<file path="src/rtl/i8048_trace_pkg.sv">
// Shared types for the 8048 PC trace buffer: FSM states, entry layout, capture modes.
package i8048_trace_pkg;

    localparam int unsigned DefPcW   = 12;
    localparam int unsigned DefTsW   = 24;
    localparam int unsigned DefRepW  = 8;
    localparam int unsigned DefDepth = 64;

    typedef enum logic [2:0] {
        StIdle    = 3'd0,
        StArmed   = 3'd1,
        StCapture = 3'd2,
        StPost    = 3'd3,
        StDone    = 3'd4
    } trace_state_e;

    // One stored PC run, packed as {ts, pc, rep} to match rd_data.
    typedef struct packed {
        logic [DefTsW-1:0]  ts;
        logic [DefPcW-1:0]  pc;
        logic [DefRepW-1:0] rep;
    } trace_entry_t;

    localparam logic ModeStart = 1'b0;
    localparam logic ModeWrap  = 1'b1;

endpackage

</file>
<file path="src/rtl/i8048_trace_ram.sv">
// Single-clock register array, one write port and one read port with registered read data.
module i8048_trace_ram
    import i8048_trace_pkg::*;
#(
    parameter int unsigned Depth = DefDepth,
    parameter int unsigned Width = DefTsW + DefPcW + DefRepW,
    localparam int unsigned Aw = $clog2(Depth)
) (
    input  logic             clk_i,
    input  logic             we_i,
    input  logic [Aw-1:0]    waddr_i,
    input  logic [Width-1:0] wdata_i,
    input  logic [Aw-1:0]    raddr_i,
    output logic [Width-1:0] rdata_o
);

    logic [Width-1:0] mem_q [Depth];

    // Write port and registered read; a same-address read returns the old contents.
    always_ff @(posedge clk_i) begin
        if (we_i) begin
            mem_q[waddr_i] <= wdata_i;
        end
        rdata_o <= mem_q[raddr_i];
    end

endmodule

</file>
<file path="src/rtl/i8048_pc_trace_buf.sv">
// PC trace capture: run-length encodes the core PC into {ts, pc, rep} entries held in a
// circular buffer, with trigger-on-PC, START/WRAP windows and an oldest-first readout port.
module i8048_pc_trace_buf
    import i8048_trace_pkg::*;
#(
    parameter int unsigned PC_W  = DefPcW,
    parameter int unsigned TS_W  = DefTsW,
    parameter int unsigned REP_W = DefRepW,
    parameter int unsigned DEPTH = DefDepth,
    localparam int unsigned AW = $clog2(DEPTH),
    localparam int unsigned CW = AW + 1,
    localparam int unsigned EW = TS_W + PC_W + REP_W
) (
    input  logic            clk,
    input  logic            rst,
    input  logic [PC_W-1:0] pc_i,
    input  logic            pc_valid,
    input  logic            arm,
    input  logic            stop,
    input  logic            mode,
    input  logic [PC_W-1:0] trig_pc,
    input  logic [CW-1:0]   post_cnt,
    output logic            rd_valid,
    input  logic            rd_ready,
    output logic [EW-1:0]   rd_data,
    output logic [2:0]      state_o,
    output logic [CW-1:0]   count_o,
    output logic            triggered,
    output logic            overflow
);

    localparam logic [CW-1:0] FullCnt = CW'(DEPTH);
    localparam logic [CW-1:0] LastCnt = CW'(DEPTH - 1);

    trace_state_e st_q, st_d;
    logic [TS_W-1:0]  ts_q;
    logic             mode_q, mode_d;
    logic [PC_W-1:0]  trig_q, trig_d;
    logic [CW-1:0]    post_cfg_q, post_cfg_d;
    logic [CW-1:0]    post_left_q, post_left_d;
    logic [AW-1:0]    wr_ptr_q, wr_ptr_d;
    logic [AW-1:0]    rd_ptr_q, rd_ptr_d;
    logic [CW-1:0]    count_q, count_d;
    logic             trig_seen_q, trig_seen_d;
    logic             ovf_q, ovf_d;
    logic [TS_W-1:0]  stg_ts_q, stg_ts_d;
    logic [PC_W-1:0]  stg_pc_q, stg_pc_d;
    logic [REP_W-1:0] stg_rep_q, stg_rep_d;
    logic             stg_v_q, stg_v_d;
    logic             rd_valid_q, rd_valid_d;

    logic             sample;
    logic             ram_we;
    logic [EW-1:0]    ram_rdata;

    // Next-state: arm overrides everything, stop beats a same-cycle sample, pops only in DONE.
    always_comb begin
        st_d        = st_q;
        mode_d      = mode_q;
        trig_d      = trig_q;
        post_cfg_d  = post_cfg_q;
        post_left_d = post_left_q;
        wr_ptr_d    = wr_ptr_q;
        rd_ptr_d    = rd_ptr_q;
        count_d     = count_q;
        trig_seen_d = trig_seen_q;
        ovf_d       = ovf_q;
        stg_ts_d    = stg_ts_q;
        stg_pc_d    = stg_pc_q;
        stg_rep_d   = stg_rep_q;
        stg_v_d     = stg_v_q;
        sample      = 1'b0;
        ram_we      = 1'b0;

        if (arm) begin
            st_d        = (mode == ModeWrap) ? StCapture : StArmed;
            mode_d      = mode;
            trig_d      = trig_pc;
            post_cfg_d  = post_cnt;
            post_left_d = '0;
            wr_ptr_d    = '0;
            rd_ptr_d    = '0;
            count_d     = '0;
            trig_seen_d = 1'b0;
            ovf_d       = 1'b0;
            stg_v_d     = 1'b0;
        end else begin
            unique case (st_q)
                StIdle: ;
                StArmed: begin
                    if (stop) begin
                        st_d = StDone;
                    end else if (pc_valid && pc_i == trig_q) begin
                        // START trigger: this sample opens the first run.
                        trig_seen_d = 1'b1;
                        st_d        = StCapture;
                        sample      = 1'b1;
                    end
                end
                StCapture, StPost: begin
                    if (stop) begin
                        st_d = StDone;
                    end else if (pc_valid) begin
                        sample = 1'b1;
                    end
                end
                StDone: begin
                    if (rd_valid_q && rd_ready) begin
                        rd_ptr_d = rd_ptr_q + AW'(1);
                        count_d  = count_q - CW'(1);
                    end
                end
                default: st_d = StIdle;
            endcase

            if (sample) begin
                if (!stg_v_q) begin
                    stg_ts_d  = ts_q;
                    stg_pc_d  = pc_i;
                    stg_rep_d = REP_W'(1);
                    stg_v_d   = 1'b1;
                end else if (pc_i == stg_pc_q) begin
                    if (stg_rep_q != '1) begin
                        stg_rep_d = stg_rep_q + REP_W'(1);
                    end
                end else begin
                    // Run ended: commit the staged entry and open a new run.
                    ram_we    = 1'b1;
                    stg_ts_d  = ts_q;
                    stg_pc_d  = pc_i;
                    stg_rep_d = REP_W'(1);
                    wr_ptr_d  = wr_ptr_q + AW'(1);
                    if (count_q == FullCnt) begin
                        rd_ptr_d = rd_ptr_q + AW'(1);
                        ovf_d    = 1'b1;
                    end else begin
                        count_d = count_q + CW'(1);
                    end
                    if (mode_q == ModeStart && count_q == LastCnt) begin
                        st_d = StDone;
                    end
                    if (st_q == StPost) begin
                        post_left_d = post_left_q - CW'(1);
                        if (post_left_q == CW'(1)) begin
                            st_d = StDone;
                        end
                    end
                end

                if (st_q == StCapture && mode_q == ModeWrap && pc_i == trig_q) begin
                    trig_seen_d = 1'b1;
                    post_left_d = post_cfg_q;
                    st_d        = (post_cfg_q == '0) ? StDone : StPost;
                end
            end
        end

        // The open run is never flushed into the buffer once capture ends.
        if (st_d == StDone) begin
            stg_v_d = 1'b0;
        end

        rd_valid_d = (st_q == StDone) && (st_d == StDone) && (count_d != '0);
    end

    // State, pointer, stage and timestamp registers.
    always_ff @(posedge clk) begin
        if (rst) begin
            st_q        <= StIdle;
            ts_q        <= '0;
            mode_q      <= ModeStart;
            trig_q      <= '0;
            post_cfg_q  <= '0;
            post_left_q <= '0;
            wr_ptr_q    <= '0;
            rd_ptr_q    <= '0;
            count_q     <= '0;
            trig_seen_q <= 1'b0;
            ovf_q       <= 1'b0;
            stg_ts_q    <= '0;
            stg_pc_q    <= '0;
            stg_rep_q   <= '0;
            stg_v_q     <= 1'b0;
            rd_valid_q  <= 1'b0;
        end else begin
            st_q        <= st_d;
            ts_q        <= ts_q + TS_W'(1);
            mode_q      <= mode_d;
            trig_q      <= trig_d;
            post_cfg_q  <= post_cfg_d;
            post_left_q <= post_left_d;
            wr_ptr_q    <= wr_ptr_d;
            rd_ptr_q    <= rd_ptr_d;
            count_q     <= count_d;
            trig_seen_q <= trig_seen_d;
            ovf_q       <= ovf_d;
            stg_ts_q    <= stg_ts_d;
            stg_pc_q    <= stg_pc_d;
            stg_rep_q   <= stg_rep_d;
            stg_v_q     <= stg_v_d;
            rd_valid_q  <= rd_valid_d;
        end
    end

    // Read address follows the next read pointer so ram_rdata always shows the current head.
    i8048_trace_ram #(
        .Depth (DEPTH),
        .Width (EW)
    ) u_ram (
        .clk_i   (clk),
        .we_i    (ram_we),
        .waddr_i (wr_ptr_q),
        .wdata_i ({stg_ts_q, stg_pc_q, stg_rep_q}),
        .raddr_i (rd_ptr_d),
        .rdata_o (ram_rdata)
    );

    assign rd_valid  = rd_valid_q;
    assign rd_data   = rd_valid_q ? ram_rdata : '0;
    assign state_o   = st_q;
    assign count_o   = count_q;
    assign triggered = trig_seen_q;
    assign overflow  = ovf_q;

endmodule

</file>
<file path="config.mk">
export PLATFORM = sky130hd
export DESIGN_NAME = i8048_pc_trace_buf
export DESIGN_NICKNAME = d
export VERILOG_FILES = /design/src/rtl/i8048_trace_pkg.sv /design/src/rtl/i8048_trace_ram.sv /design/src/rtl/i8048_pc_trace_buf.sv
export SDC_FILE = /design/constraint.sdc
export NUM_CORES = 2
export LEC_CHECK = 0
export ABC_AREA = 1
export BUFFER_PORTS_ARGS = -buffer_cell sky130_fd_sc_hd__buf_2
export CAP_MARGIN = 20
export CORE_ASPECT_RATIO = 0.6
export CORE_MARGIN = 4
export CORE_UTILIZATION = 40
export DETAILED_ROUTE_END_ITERATION = 7
export PLACE_DENSITY = 0.66
export SYNTH_ARGS = -nofsm -noshare
export SYNTH_HDL_FRONTEND = slang
export SYNTH_SLANG_ARGS = --single-unit
</file>
<file path="constraint.sdc">
create_clock -name clk -period 19.1 [get_ports clk]
set_input_delay 3.82 -clock clk [delete_from_list [all_inputs] [get_ports clk]]
set_output_delay 3.82 -clock clk [all_outputs]
set_load 0.01 [all_outputs]
</file>
==> run metrics <==
status=finished with violations; failing checks=design-rule violations; Tot GR Track Use=0.250; Seq/Total Area, Yosys=0.705; most common cell in the netlist=edfxtp_1; cell taking the most area after synthesis=edfxtp_1; fin crit period=9.94 ns; TritonCTS Buffers=279; Post-CTS Setup Bufs=0; worst clock skew=between 0.06 and 0.07 ns; Final HPWL DP=215000 µm; hold_buf cts=0; Hold Crit Class=reg -> reg; arrival time worst endpoint=roughly 11 ns; worst rel slew slack=0.144; Worst VDD drop=0.0000701 V; Yosys reg bits=2981; post-synth cell types=39; grt total ovfl=0; initial drt markers=17300; YS warnings=0; Mapped Area=0.125 mm²; top cells by area, synth=edfxtp_1 68%, nand3_1 11%, nand4_1 7.1%; clock network fraction of total power=0.424; top cells by count, synth=2816 x edfxtp_1, 2640 x nand3_1, 1950 x nand2_1; crit start category=input port; Die Wd=729 µm; leakage=between 0.04 and 0.05 µW; CTS tree=yes; CTS root buffer=clkbuf_16; layout cells sized above 1=0.0851; global-route wire length before repair=between 500000 and 600000 µm; sequential share of power=0.544; Std-Cell Core Area=0.310 mm²; routability cong.=0.861; synthesized area per cell=11.7 µm²; Max clock buf depth=4; Die Ht=441 µm; Worst-path clk slew=~0.070 ns; fin nets=10400; Post-Route WL=417000 µm; # IOs=95; Fin Setup TNS=0 ns; Cell Pwr Density=94.5 mW/mm²; initial antenna violation count=19; detailed-route via count=92600; # H-tree levels=5; Num Clock Sinks=2981; Comb power frac=0.033; Hold Fails Final Rpt=0; unrepaired setup endpoints after global routing=no; PostCTS Resize Cnt=0; sw power=2850 µW; crit path kind=in -> reg; Routed Antenna Nets=0; fin cells=14700; Initial Util=0.403; crit-path max FO=169; PortBufs=94; Final period util=0.520; clk_lat worst skew=0.90 ns; vias in the first global route=86700; number of flops mapped to enable cells by yosys=2816; switching share of total power=0.218; Async SR Flop Fraction=0; placed cell count=14200; cells after synthesis=10600; die area=0.321 mm²; ys flop type=edfxtp_1; drt via density=approximately 6.3; Pint=10200 µW; CP endpoint kind=flip-flop; Remaining DRCs=2; drt wl/cell=28.4 µm; CP required=19.91 ns; layout overhead on the synthesized area=10.7%; Rows=158; fill count=27500; largest net degree at the start of global routing=around 220; MaxCap Viol Count=0; Final Setup Violations=0; TritonRoute pass-1 iters=8; Synth top area share=0.678; Peak Freq=101 MHz; post-synth net total=10700; Worst Tran Pin Value=1.28 ns; Max Slew Vio Count=0
[state kept, by name, summed over array words and instances, names as in the netlist]
name	count
rd_valid	1
ts_q	24
state_o	3
u_ram.rdata_o	44
stg_ts_q	24
mode_q	1
wr_ptr_q	6
stg_v_q	1
post_cfg_q	7
stg_pc_q	12
trig_q	12
count_o	7
overflow	1
post_left_q	7
stg_rep_q	8
u_ram.mem_q	2816
rd_ptr_q	6
triggered	1
[power by group through the flow]
stage / combinational [µW] / clock, µW / sequential, µW
floorplan: 270 / 0 / 7240
global placement: 393 / 0 / 7250
detailed placement: 399 / 0 / 7250
CTS: 401 / 5570 / 7110
global route: 457 / 5850 / 7100
finish: 426 / 5530 / 7100
[worst paths after layout]
check              startpoint               end  slack (ns)  depth (start not counted)
setup / recovery      pc_i[8]  u_ram.rdata_o[6]        9.16                         21
hold / removal       ts_q[22]          ts_q[22]        0.47                          1
setup reg to reg  stg_pc_q[5]  u_ram.rdata_o[6]       11.49                         22
hold reg to reg      ts_q[22]          ts_q[22]        0.47                          1
[stage by stage]
| stage | area, µm² | hold slack, ns | util | setup WS, ns | total power, µW |
|---|---|---|---|---|---|
| 2_1_floorplan | 125000 | 0.422 | - | 9.40 | 7510 |
| 3_3_place_gp | 129000 | 0.436 | 0.415 | 8.77 | 7640 |
| 3_5_place_dp | 129000 | 0.443 | 0.416 | 8.71 | 7650 |
| 4_1_cts | 137000 | 0.455 | 0.444 | 9.59 | 13100 |
| 5_1_grt | 138000 | 0.490 | 0.446 | 9.05 | 13400 |
| 6_report | 138000 | 0.466 | 0.446 | 9.16 | 13100 |
[critical path, stage by stage]
cell and delay [ns]:
buf_2 0.13, xnor2_1 0.26, nand2_1 0.11, nor2_1 0.11, nand3_1 0.23, nand2_1 0.14
nand2_1 0.09, nand3_4 0.55, buf_4 0.87, buf_4 0.77, buf_4 0.65, buf_4 0.85
buf_12 0.67, nand4_1 0.19, nand3_1 0.14, nand3_1 0.10, nand3_1 0.12, nand3_1 0.16
nand2_1 0.18, nand2_1 0.07, nand2_1 0.09
[placed cells by master (no fill, tap or decap), types with 5 or more instances in the layout]
cell / count
clkbuf_16: 290
inv_6: 7
nor4_1: 5
nand3_1: 2638
buf_16: 6
inv_8: 5
nor3_1: 20
xnor2_1: 9
clkinvlp_4: 18
a21oi_1: 81
diode_2: 6
clkbuf_1: 55
clkbuf_8: 14
nor3_2: 16
edfxtp_1: 2816
clkinv_1: 48
nand4_1: 1423
ha_1: 8
inv_1: 236
buf_2: 94
bufinv_16: 13
nor2_1: 108
xor2_1: 8
nand2_1: 1950
dfxtp_1: 120
o21ai_0: 87
clkinv_2: 47
buf_4: 212
dfxtp_2: 45
inv_2: 18
buf_12: 36
nor2_4: 50
[kinds of logic (layout without fill, tap and decap cells)]
logic type,Yosys count,in the layout,synth area share
compound gates,188,188,0.00805
other cells,0,6,0
simple gates,6226,6226,0.244
xor+xnor,17,17,0.00119
flops,2981,2981,0.705
fa+ha+maj,8,8,0.000803
buf+inv,1216,1110,0.0419
[cell type report]
| type | instances | area [µm²] | area share |
|---|---|---|---|
| inverter | 263 | 1020 | 0.00742 |
| multi-input combinational | 6439 | 32100 | 0.233 |
| timing repair buffer | 350 | 2980 | 0.0216 |
| sequential | 2981 | 87900 | 0.637 |
| clock buffer | 359 | 7660 | 0.0555 |
| clock inverter | 138 | 1130 | 0.00820 |
| tap | 4160 | 5200 | 0.0377 |
| antenna | 6 | 15.0 | 0.000109 |
[layer usage]
layer,up-vias,routed length [µm],global-route usage
met5,-,266,0
met1,45300,166000,0.365
met2,7153,173000,0.352
met3,950,62000,0.0736
met4,12,16500,0.0931
li1,39100,-,-
(Power assumes the default switching activity.)
